$ cat src/rtl/boot_pkg.sv
// Shared definitions for the boot word packer and the ROM loader bench:
// controller state encoding, default pad byte and lane helpers.
package boot_pkg;

    typedef enum logic [2:0] {
        ST_IDLE = 3'd0,
        ST_RST  = 3'd1,
        ST_FILL = 3'd2,
        ST_REQ  = 3'd3,
        ST_REL  = 3'd4,
        ST_DONE = 3'd5,
        ST_ERR  = 3'd6
    } boot_state_e;

    localparam logic [7:0] BOOT_PAD_BYTE = 8'hFF;
    localparam logic [1:0] LANE_LAST     = 2'd3;

    // Replicate one byte into every lane of a 32-bit word.
    function automatic logic [31:0] lane_fill(input logic [7:0] b);
        return {4{b}};
    endfunction

endpackage

$ cat src/rtl/boot_lane_pack.sv
// Word assembly register: a 32-bit word plus a 2-bit lane pointer.
// Lane 0 lives in bits [31:24]. Supports writing one byte into the current
// lane, padding the lanes above it in the same edge, presetting the whole
// word to pad bytes, and clearing the lane pointer.
module boot_lane_pack
    import boot_pkg::*;
#(
    parameter logic [7:0] PAD_BYTE = BOOT_PAD_BYTE
) (
    input  logic        clk,
    input  logic        reset_n,
    input  logic        clr_lane_i,
    input  logic        preset_i,
    input  logic        wr_en_i,
    input  logic        pad_rest_i,
    input  logic [7:0]  byte_i,
    output logic [31:0] word_o,
    output logic [1:0]  lane_o
);

    logic [31:0] word_q, word_d;
    logic [1:0]  lane_q, lane_d;

    // Next word/lane: preset wins, then lane clear, then byte write with optional padding.
    always_comb begin
        word_d = word_q;
        lane_d = lane_q;
        if (preset_i) begin
            word_d = lane_fill(PAD_BYTE);
            lane_d = 2'd0;
        end else if (clr_lane_i) begin
            word_d = word_q;
            lane_d = 2'd0;
        end else if (wr_en_i) begin
            for (int i = 0; i < 4; i++) begin
                if (2'(i) == lane_q) begin
                    word_d[8*(3-i) +: 8] = byte_i;
                end else if (pad_rest_i && (2'(i) > lane_q)) begin
                    word_d[8*(3-i) +: 8] = PAD_BYTE;
                end else begin
                    word_d[8*(3-i) +: 8] = word_q[8*(3-i) +: 8];
                end
            end
            lane_d = lane_q + 2'd1;
        end else begin
            word_d = word_q;
            lane_d = lane_q;
        end
    end

    // Word and lane registers, cleared asynchronously.
    always_ff @(posedge clk or negedge reset_n) begin
        if (!reset_n) begin
            word_q <= 32'd0;
            lane_q <= 2'd0;
        end else begin
            word_q <= word_d;
            lane_q <= lane_d;
        end
    end

    assign word_o = word_q;
    assign lane_o = lane_q;

endmodule

$ cat src/rtl/boot_word_packer.sv
// Boot word packer: packs a byte stream into big-endian 32-bit words and
// hands each word to the ROM loader over a four-phase req/ack handshake.
// A reset pulse precedes every load, the final word is padded, and every
// handshake wait is guarded by a timeout that ends the load in error.
module boot_word_packer
    import boot_pkg::*;
#(
    parameter logic [7:0]  PAD_BYTE     = BOOT_PAD_BYTE,
    parameter int          RESET_CYCLES = 4,
    parameter logic [15:0] ACK_TIMEOUT  = 16'hFFFF
) (
    input  logic        clk,
    input  logic        reset_n,
    input  logic        start,
    input  logic [15:0] file_size,
    input  logic [7:0]  byte_data,
    input  logic        byte_valid,
    output logic        byte_ready,
    output logic [31:0] host_bootdata,
    output logic        host_bootdata_req,
    input  logic        host_bootdata_ack,
    output logic        host_bootdata_reset,
    output logic [15:0] host_bootdata_size,
    output logic        busy,
    output logic        done,
    output logic        error
);

    // Reset pulse counter load value and last permitted wait count.
    localparam logic [15:0] RST_LOAD  = 16'(RESET_CYCLES - 1);
    localparam logic [15:0] ACK_LIMIT = ACK_TIMEOUT - 16'd1;

    boot_state_e state_q, state_d;
    logic [15:0] remaining_q, remaining_d;
    logic [15:0] wait_q, wait_d;
    logic [15:0] rst_cnt_q, rst_cnt_d;
    logic [15:0] size_q, size_d;
    logic        done_q, done_d;
    logic        error_q, error_d;
    logic        req_q, ready_q, rst_out_q, busy_q;

    logic        lp_clr_s, lp_preset_s, lp_wr_s, lp_pad_s;
    logic [31:0] word_s;
    logic [1:0]  lane_s;
    logic        start_ok_s;

    // A new load may only begin from a quiescent state.
    assign start_ok_s = start && ((state_q == ST_IDLE) || (state_q == ST_DONE) ||
                                  (state_q == ST_ERR));

    boot_lane_pack #(
        .PAD_BYTE (PAD_BYTE)
    ) u_lane_pack (
        .clk        (clk),
        .reset_n    (reset_n),
        .clr_lane_i (lp_clr_s),
        .preset_i   (lp_preset_s),
        .wr_en_i    (lp_wr_s),
        .pad_rest_i (lp_pad_s),
        .byte_i     (byte_data),
        .word_o     (word_s),
        .lane_o     (lane_s)
    );

    // Load sequencing: reset pulse, byte fill, handshake, completion or error.
    always_comb begin
        state_d     = state_q;
        remaining_d = remaining_q;
        wait_d      = wait_q;
        rst_cnt_d   = rst_cnt_q;
        size_d      = size_q;
        done_d      = done_q;
        error_d     = error_q;
        lp_clr_s    = 1'b0;
        lp_preset_s = 1'b0;
        lp_wr_s     = 1'b0;
        lp_pad_s    = 1'b0;

        case (state_q)
            ST_IDLE, ST_DONE, ST_ERR: begin
                if (start_ok_s) begin
                    size_d      = file_size;
                    remaining_d = file_size;
                    done_d      = 1'b0;
                    error_d     = 1'b0;
                    lp_clr_s    = 1'b1;
                    rst_cnt_d   = RST_LOAD;
                    wait_d      = 16'd0;
                    if (file_size == 16'd0) begin
                        state_d = ST_ERR;
                        error_d = 1'b1;
                    end else begin
                        state_d = ST_RST;
                    end
                end else begin
                    state_d = state_q;
                end
            end

            ST_RST: begin
                if (rst_cnt_q == 16'd0) begin
                    state_d = ST_FILL;
                end else begin
                    rst_cnt_d = rst_cnt_q - 16'd1;
                end
            end

            ST_FILL: begin
                if (byte_valid) begin
                    lp_wr_s     = 1'b1;
                    remaining_d = remaining_q - 16'd1;
                    if (remaining_q == 16'd1) begin
                        // Last byte of the image: pad the unwritten lanes now.
                        lp_pad_s = 1'b1;
                        state_d  = ST_REQ;
                        wait_d   = 16'd0;
                    end else if (lane_s == LANE_LAST) begin
                        state_d = ST_REQ;
                        wait_d  = 16'd0;
                    end else begin
                        state_d = ST_FILL;
                    end
                end else begin
                    state_d = ST_FILL;
                end
            end

            ST_REQ: begin
                if (host_bootdata_ack) begin
                    state_d = ST_REL;
                    wait_d  = 16'd0;
                end else if (wait_q >= ACK_LIMIT) begin
                    state_d = ST_ERR;
                    error_d = 1'b1;
                end else begin
                    wait_d = wait_q + 16'd1;
                end
            end

            ST_REL: begin
                if (!host_bootdata_ack) begin
                    if (remaining_q == 16'd0) begin
                        state_d = ST_DONE;
                        done_d  = 1'b1;
                    end else begin
                        state_d     = ST_FILL;
                        lp_preset_s = 1'b1;
                    end
                end else if (wait_q >= ACK_LIMIT) begin
                    state_d = ST_ERR;
                    error_d = 1'b1;
                end else begin
                    wait_d = wait_q + 16'd1;
                end
            end

            default: begin
                state_d = ST_IDLE;
            end
        endcase
    end

    // Controller state, counters and sticky status registers.
    always_ff @(posedge clk or negedge reset_n) begin
        if (!reset_n) begin
            state_q     <= ST_IDLE;
            remaining_q <= 16'd0;
            wait_q      <= 16'd0;
            rst_cnt_q   <= 16'd0;
            size_q      <= 16'd0;
            done_q      <= 1'b0;
            error_q     <= 1'b0;
        end else begin
            state_q     <= state_d;
            remaining_q <= remaining_d;
            wait_q      <= wait_d;
            rst_cnt_q   <= rst_cnt_d;
            size_q      <= size_d;
            done_q      <= done_d;
            error_q     <= error_d;
        end
    end

    // Registered handshake and status strobes decoded from the next state.
    always_ff @(posedge clk or negedge reset_n) begin
        if (!reset_n) begin
            req_q     <= 1'b0;
            ready_q   <= 1'b0;
            rst_out_q <= 1'b0;
            busy_q    <= 1'b0;
        end else begin
            req_q     <= (state_d == ST_REQ);
            ready_q   <= (state_d == ST_FILL);
            rst_out_q <= (state_d == ST_RST);
            busy_q    <= (state_d == ST_RST) || (state_d == ST_FILL) ||
                         (state_d == ST_REQ) || (state_d == ST_REL);
        end
    end

    assign byte_ready          = ready_q;
    assign host_bootdata       = word_s;
    assign host_bootdata_req   = req_q;
    assign host_bootdata_reset = rst_out_q;
    assign host_bootdata_size  = size_q;
    assign busy                = busy_q;
    assign done                = done_q;
    assign error               = error_q;

endmodule

$ cat config.mk
export PLATFORM = sky130hd
export DESIGN_NAME = boot_word_packer
export DESIGN_NICKNAME = d
export VERILOG_FILES = /design/src/rtl/boot_pkg.sv /design/src/rtl/boot_lane_pack.sv /design/src/rtl/boot_word_packer.sv
export SDC_FILE = /design/constraint.sdc
export NUM_CORES = 1
export LEC_CHECK = 0
export ABC_AREA = 0
export CORE_AREA = 4 4 112 114
export DETAILED_ROUTE_END_ITERATION = 8
export DIE_AREA = 0 0 116 118
export PLACE_DENSITY = 0.83
export RECOVER_POWER = 25
export SYNTH_ARGS = -nofsm -noshare
export SYNTH_HDL_FRONTEND = slang
export SYNTH_SLANG_ARGS = --single-unit
export TNS_END_PERCENT = 20
$ cat constraint.sdc
create_clock -name clk -period 2.4 [get_ports clk]
set_clock_uncertainty 0.15 [all_clocks]
set_input_delay 0.24 -clock clk [delete_from_list [all_inputs] [get_ports clk]]
set_output_delay 0.24 -clock clk [all_outputs]
set_load 0.005 [all_outputs]
# Word-level counts from Yosys, hierarchy flattened

Cells that the tools add are included.

Output and inout port bits: 54
Logic and storage cells: 145
Bits in writable memories: 0
Latch bits: 0
Flip-flop bits (word level): 107
Input port bits: 29
ROM bits: 0
Memories: 0

$lt $le $gt $ge: 5
Shifts and indexed selects: 0
Equal/unequal tests: 24
Bitwise gates (word level): 0
Reduce and logical (&&, ||, !) cells: 37
Div/mod/pow operators: 0
Muxes and demuxes: 59
Add/subtract/negate cells: 4
Multipliers: 0

Operators with widths:

| operator              | number |
|---|---|
| $mux 16               | 11 |
| $mux 32               | 3 |
| $mux 8                | 8 |
| $pmux 16 s2           | 2 |
| $pmux 16 s4           | 1 |
| $logic_not 16->1      | 3 |
| $sub 16x1->16 const B | 2 |
| $mux 3                | 8 |
| $mux 1                | 20 |
| $reduce_and 3->1      | 6 |
| $reduce_bool 3->1     | 6 |
| $add 16x1->16 const B | 1 |
| $eq 16x1->1 const B   | 1 |
| $ge 16x16->1 const B  | 1 |
| $pmux 3 s5            | 1 |
| $ne 2x2->1 const B    | 7 |
| $eq 3x2->1 const B    | 4 |
| $eq 3x3->1 const B    | 4 |
| $reduce_and 4->1      | 2 |
| $reduce_bool 2->1     | 4 |
| $eq 3x1->1 const B    | 2 |
| $mux 2                | 3 |
| $logic_and 1x1->1     | 5 |
| $logic_or 1x1->1      | 5 |
| other kinds (16)      | 19 |

# Longest topological paths before layout

Depth after elaboration: 10
Gate-level depth with buffers: 10
Depth with buffers taken out: 8

# Cells and area by module

Synthesis repeated with hierarchy kept, for this count alone.

Cells, all modules: 532
Area total of the unflattened synthesis: 5298.8 µm²

Modules (own cells, without submodules):

| module           | area each (µm²) | instances | cells each |
|---|---|---|---|
| boot_word_packer | 3853.7          | 1         | 429 |
| boot_lane_pack   | 1445.1          | 1         | 103 |

# Worst setup path after synthesis

Ideal clock, no wire load.

Path kind: reg2reg
Start point: reg remaining_q[5]
End point: reg wait_q[14]
Arrival time: 2.057 ns
Buffers on the path: 0
Slack: 0.066 ns
Period minus slack after synthesis: 2.334 ns
Stages on the path, launching flop included: 7
Data required time: 2.123 ns
Path through: dfrtp_1 > nor4_4 > a41o_1 > a21oi_2 > or4_4 > nor2_2 > mux2_1

Cells in the longest elaborated chain, start to end: 4
Elaborated cells between the ends (all ways): 6
Those cells by class: eq/ne: 2; mux: 3; reduce/logical: 1

RTL lines:

| item                   | line                    | text |
|---|---|---|
| start, declared        | boot_word_packer.sv:34  | `logic [15:0] remaining_q, remaining_d;` |
| start signal, assigned | boot_word_packer.sv:175 | `remaining_q <= remaining_d;` |
| $eq 16x1->1 *          | boot_word_packer.sv:112 | `if (remaining_q == 16'd1) begin` |
| $mux 16                | boot_word_packer.sv:112 |  |
| $mux 16                | boot_word_packer.sv:109 | `if (byte_valid) begin` |
| $pmux 16 s4            | boot_word_packer.sv:79  | `case (state_q)` |
| end signal, assigned   | boot_word_packer.sv:176 | `wait_q <= wait_d;` |
| end, declared          | boot_word_packer.sv:35  | `logic [15:0] wait_q, wait_d;` |

Mark *: on every way between the ends. The rest lies on a longest branch, timed or not. The select of a mux whose other input is x is not followed.
A chain may end at the register's enable or synchronous reset.

# Worst setup path after layout

Same ends and word-level chain as after synthesis.

==> flow_summary.yaml <==
status:
  status: "complete, no violations"
power:
  irDropWorstVdd_v: 0.000623
  intPower_mw: 4.55
  finalPower_mw: 7.00
  powerDensity_mw_per_mm2: 969
  p_switching_mw: 2.44
  p_comb_frac: 0.395
  p_clk_frac: 0.207
  p_leak_nw: 3.09
  p_seq_frac: 0.398
  switching_share: 0.349
cts:
  clk_latency_ps: 350
  cts_buffers: 9
  cts_tree: "yes"
  root_buffer: "clkbuf_16"
  cts_max_level: 3
  clk_pin_slew_ps: 80
  clockBufferDepth: 2
  clock-sinks: 107
placed_design:
  gp_congestion: 0.918
  hpwl_um: 10500
  io_buffer_count: 82
drt:
  dr.pass1.iters: 5
  viasPerCell: 5.79
  drc: 0
  drtAntennaViolNets: 0
  num_vias: 5055
  wl_um: 14400
  post_drt_wl_per_cell_um: 16.5
  drt-initial-drc-count: 432
sta:
  post-route-min-period_ps: 2360
  min_period_over_period: 0.982
  fmax_mhz: 424
  rsz0062_at_grt: "yes"
  setup_tns_ps: 0
  slew_headroom: 0.302
  hold_viol: 0
  worstMarginPinSlew_ps: 1050
  finalSetupViolCount: 0
  drv_slew: 0
yosys:
  synth_top_family_by_area: "simple AND/OR/NAND/NOR gates"
  synth_area_leaders: "dfrtp_1 48%, nand2_1 5.8%, nor2_1 5.7%"
  synth_cell_types: 63
  synth_edf_count: 0
  async_reset_ff_frac: 1.00
  synth-compound-area-share: 0.150
  syn_area_per_cell_sq_um: 9.27
  synth_mux_area_frac: 0.00385
  synthFlopType: "dfrtp_1"
  yosysTopAreaCellShare: 0.485
  netlist_area_sq_mm: 0.00552
  synth_cells: 596
  synth_fa_ha_area_frac: 0.0227
  syn-num-nets: 635
  synth_top_cell_by_area: "dfrtp_1"
  ys_ff_latch: 107
  synth_xor_area_frac: 0.0412
  yosys.area_share.simple: 0.262
  yosys_warnings: 0
  ys_seq_area_frac: 0.485
floorplan:
  core_sq_mm: 0.0114
  die_area_sq_mm: 0.0137
  die_height_um: 118
  io_pins: 83
  row_count: 39
  die_w_um: 116
  initial_core_util: 0.484
worst_setup_path:
  slowest_delay_ps: 510
  path_cells: "nor4_4, buf_4, a41o_1, a21oi_2, or4_4, nor2_4, mux2_1"
  rr_worst_depth: 7
  r2r_start: "remaining_q[5]"
  worstReg2RegEnd: "wait_q[14]"
  criticalPathCategory: "reg2reg"
  crit_end: "wait_q[14]"
  endpoint_kind: "flop"
  worst_ep_required_time_ps: 2490
  cp-start-kind: "flop"
  reg2reg_slack_ps: 40
  cp_max_fo: 7
  path_depth: 7
  path_delay_family: "simple AND/OR/NAND/NOR gates"
  crit_arrival_ps: 2440
  path_buf_inv: 1
  worstSetupStartpoint: "remaining_q[5]"
  cp_slowest_cell: "or4_4"
grt:
  antenna_found_initial: 0
  grt_max_degree: 46
  grtUsageMet1: 0.291
  busiest_layer: "met2"
  grtUsageTotal: 0.217
  met2_usage: 0.351
  globalRoute.totalOverflow: 0
  met3_usage: 0.0355
  grt_pass1_wl_um: 24400
  first_global_vias: 5092
finish:
  multiInputGateArea_sq_mm: 0.00271
  fill_cells: 944
  area_delta_synth_final_pct: 30.7
  diodes: 0
  drive_above_1_share: 0.151
  mostFrequentLayoutCell: "dfrtp_1"
  final_cell_mix: "104 x dfrtp_1, 86 x nand2_1, 83 x nor2_1, 81 x clkdlybuf4s50_1, 61 x buf_4"
  finalNetCount: 764
  seqCellArea_sq_mm: 0.00268
worst_hold_path:
  min_path_type: "in2reg"
run:
  cap_violations: 0
==> kinds of logic after synthesis <==
family                   Yosys count
AO/OA/AOI/OAI                    117
XOR/XNOR                          26
adder cells (fa/ha/maj)           10
buffers and inverters             46
flip-flops                       107
multiplexers                       2
AND/OR/NAND/NOR                  288
==> flip-flops by register name, indices dropped and copies added, names as in the netlist <==
signal	flops
host_bootdata_size	16
u_lane_pack.word_o	32
remaining_q	16
busy	1
rst_cnt_q	16
host_bootdata_reset	1
wait_q	16
done	1
state_q	3
host_bootdata_req	1
byte_ready	1
error	1
u_lane_pack.lane_o	2
==> metrics by stage <==
| stage | instance area (sq um) | instances | utilization | worst slack [ps] | hold slack, ps |
|---|---|---|---|---|---|
| detailed placement | 6870 | 855 | 0.601 | -143 | 118 |
| global route | 7220 | 873 | 0.632 | -25.3 | 348 |
| global placement | 6870 | 855 | 0.601 | -129 | 105 |
| finish | 7220 | 873 | 0.632 | 43.6 | 326 |
| CTS | 7180 | 872 | 0.629 | 13.7 | 295 |
| floorplan | 5520 | 596 | - | 65.8 | -206 |
==> worst min-delay path by stage <==
stage | start | endpoint | slack [ps] | cells past startpoint
global placement | reset_n | wait_q[12] | 110 | 1
detailed placement | reset_n | wait_q[11] | 120 | 1
global route | file_size[10] | remaining_q[10] | 350 | 3
floorplan | reset_n | busy | -210 | 0
finish | file_size[10] | host_bootdata_size[10] | 330 | 3
CTS | reset_n | wait_q[11] | 300 | 2
==> final cells by class <==
| type | instances | area share |
|---|---|---|
| timing repair buffer | 145 | 0.179 |
| tap | 143 | 0.0248 |
| clock inverter | 7 | 0.00918 |
| clock buffer | 9 | 0.0312 |
| inverter | 19 | 0.00988 |
| multi-input combinational | 443 | 0.375 |
| sequential | 107 | 0.371 |
==> synthesized netlist by cell type, types with 4 or more instances <==
cell	instances
a32oi_1	6
nand3_1	20
nor2b_1	4
inv_1	19
or3_1	6
nor3b_1	6
clkbuf_1	13
o21ai_0	18
xor2_1	12
buf_2	9
o211ai_1	10
xnor2_1	14
a41oi_1	17
nor3_1	11
nor2_1	84
nand2_1	86
a21oi_1	27
or4_1	5
nand2b_1	11
and2_1	5
nand4_1	9
nor4_1	17
dfrtp_1	107
o21ai_1	7
ha_1	10
==> power by group through the flow <==
stage	Clock (mW)	Sequential, mW	Combinational, mW
after floorplan	0	2.78	1.31
after global placement	0	2.75	2.61
after detailed placement	0	2.79	2.71
after CTS	1.47	2.76	2.74
after global routing	1.54	2.86	3.07
final	1.45	2.78	2.76
==> what timing repair did <==
item	CTS	global route
endpoints found under the hold margin	41	0
hold buffers	1	0
setup endpoints to repair	5	31
gates resized for setup	2	14
setup buffers	0	1
pin swaps	0	4
==> layer usage <==
layer  vias to the layer above  wire, um
met5                         -         0
met4                         0       289
met3                        29       937
met2                       197      6990
met1                      2439      6150
li1                       2390         -
==> worst reg2reg max path: cells and delay by family (launching register included) <==
family,cells,cell delay (ps)
DFF,1,410
AOI/OAI and AO/OA,2,300
and+or+nand+nor,3,870
muxes,1,310
buffers and inverters,1,180
(Power assumes the default switching activity.)
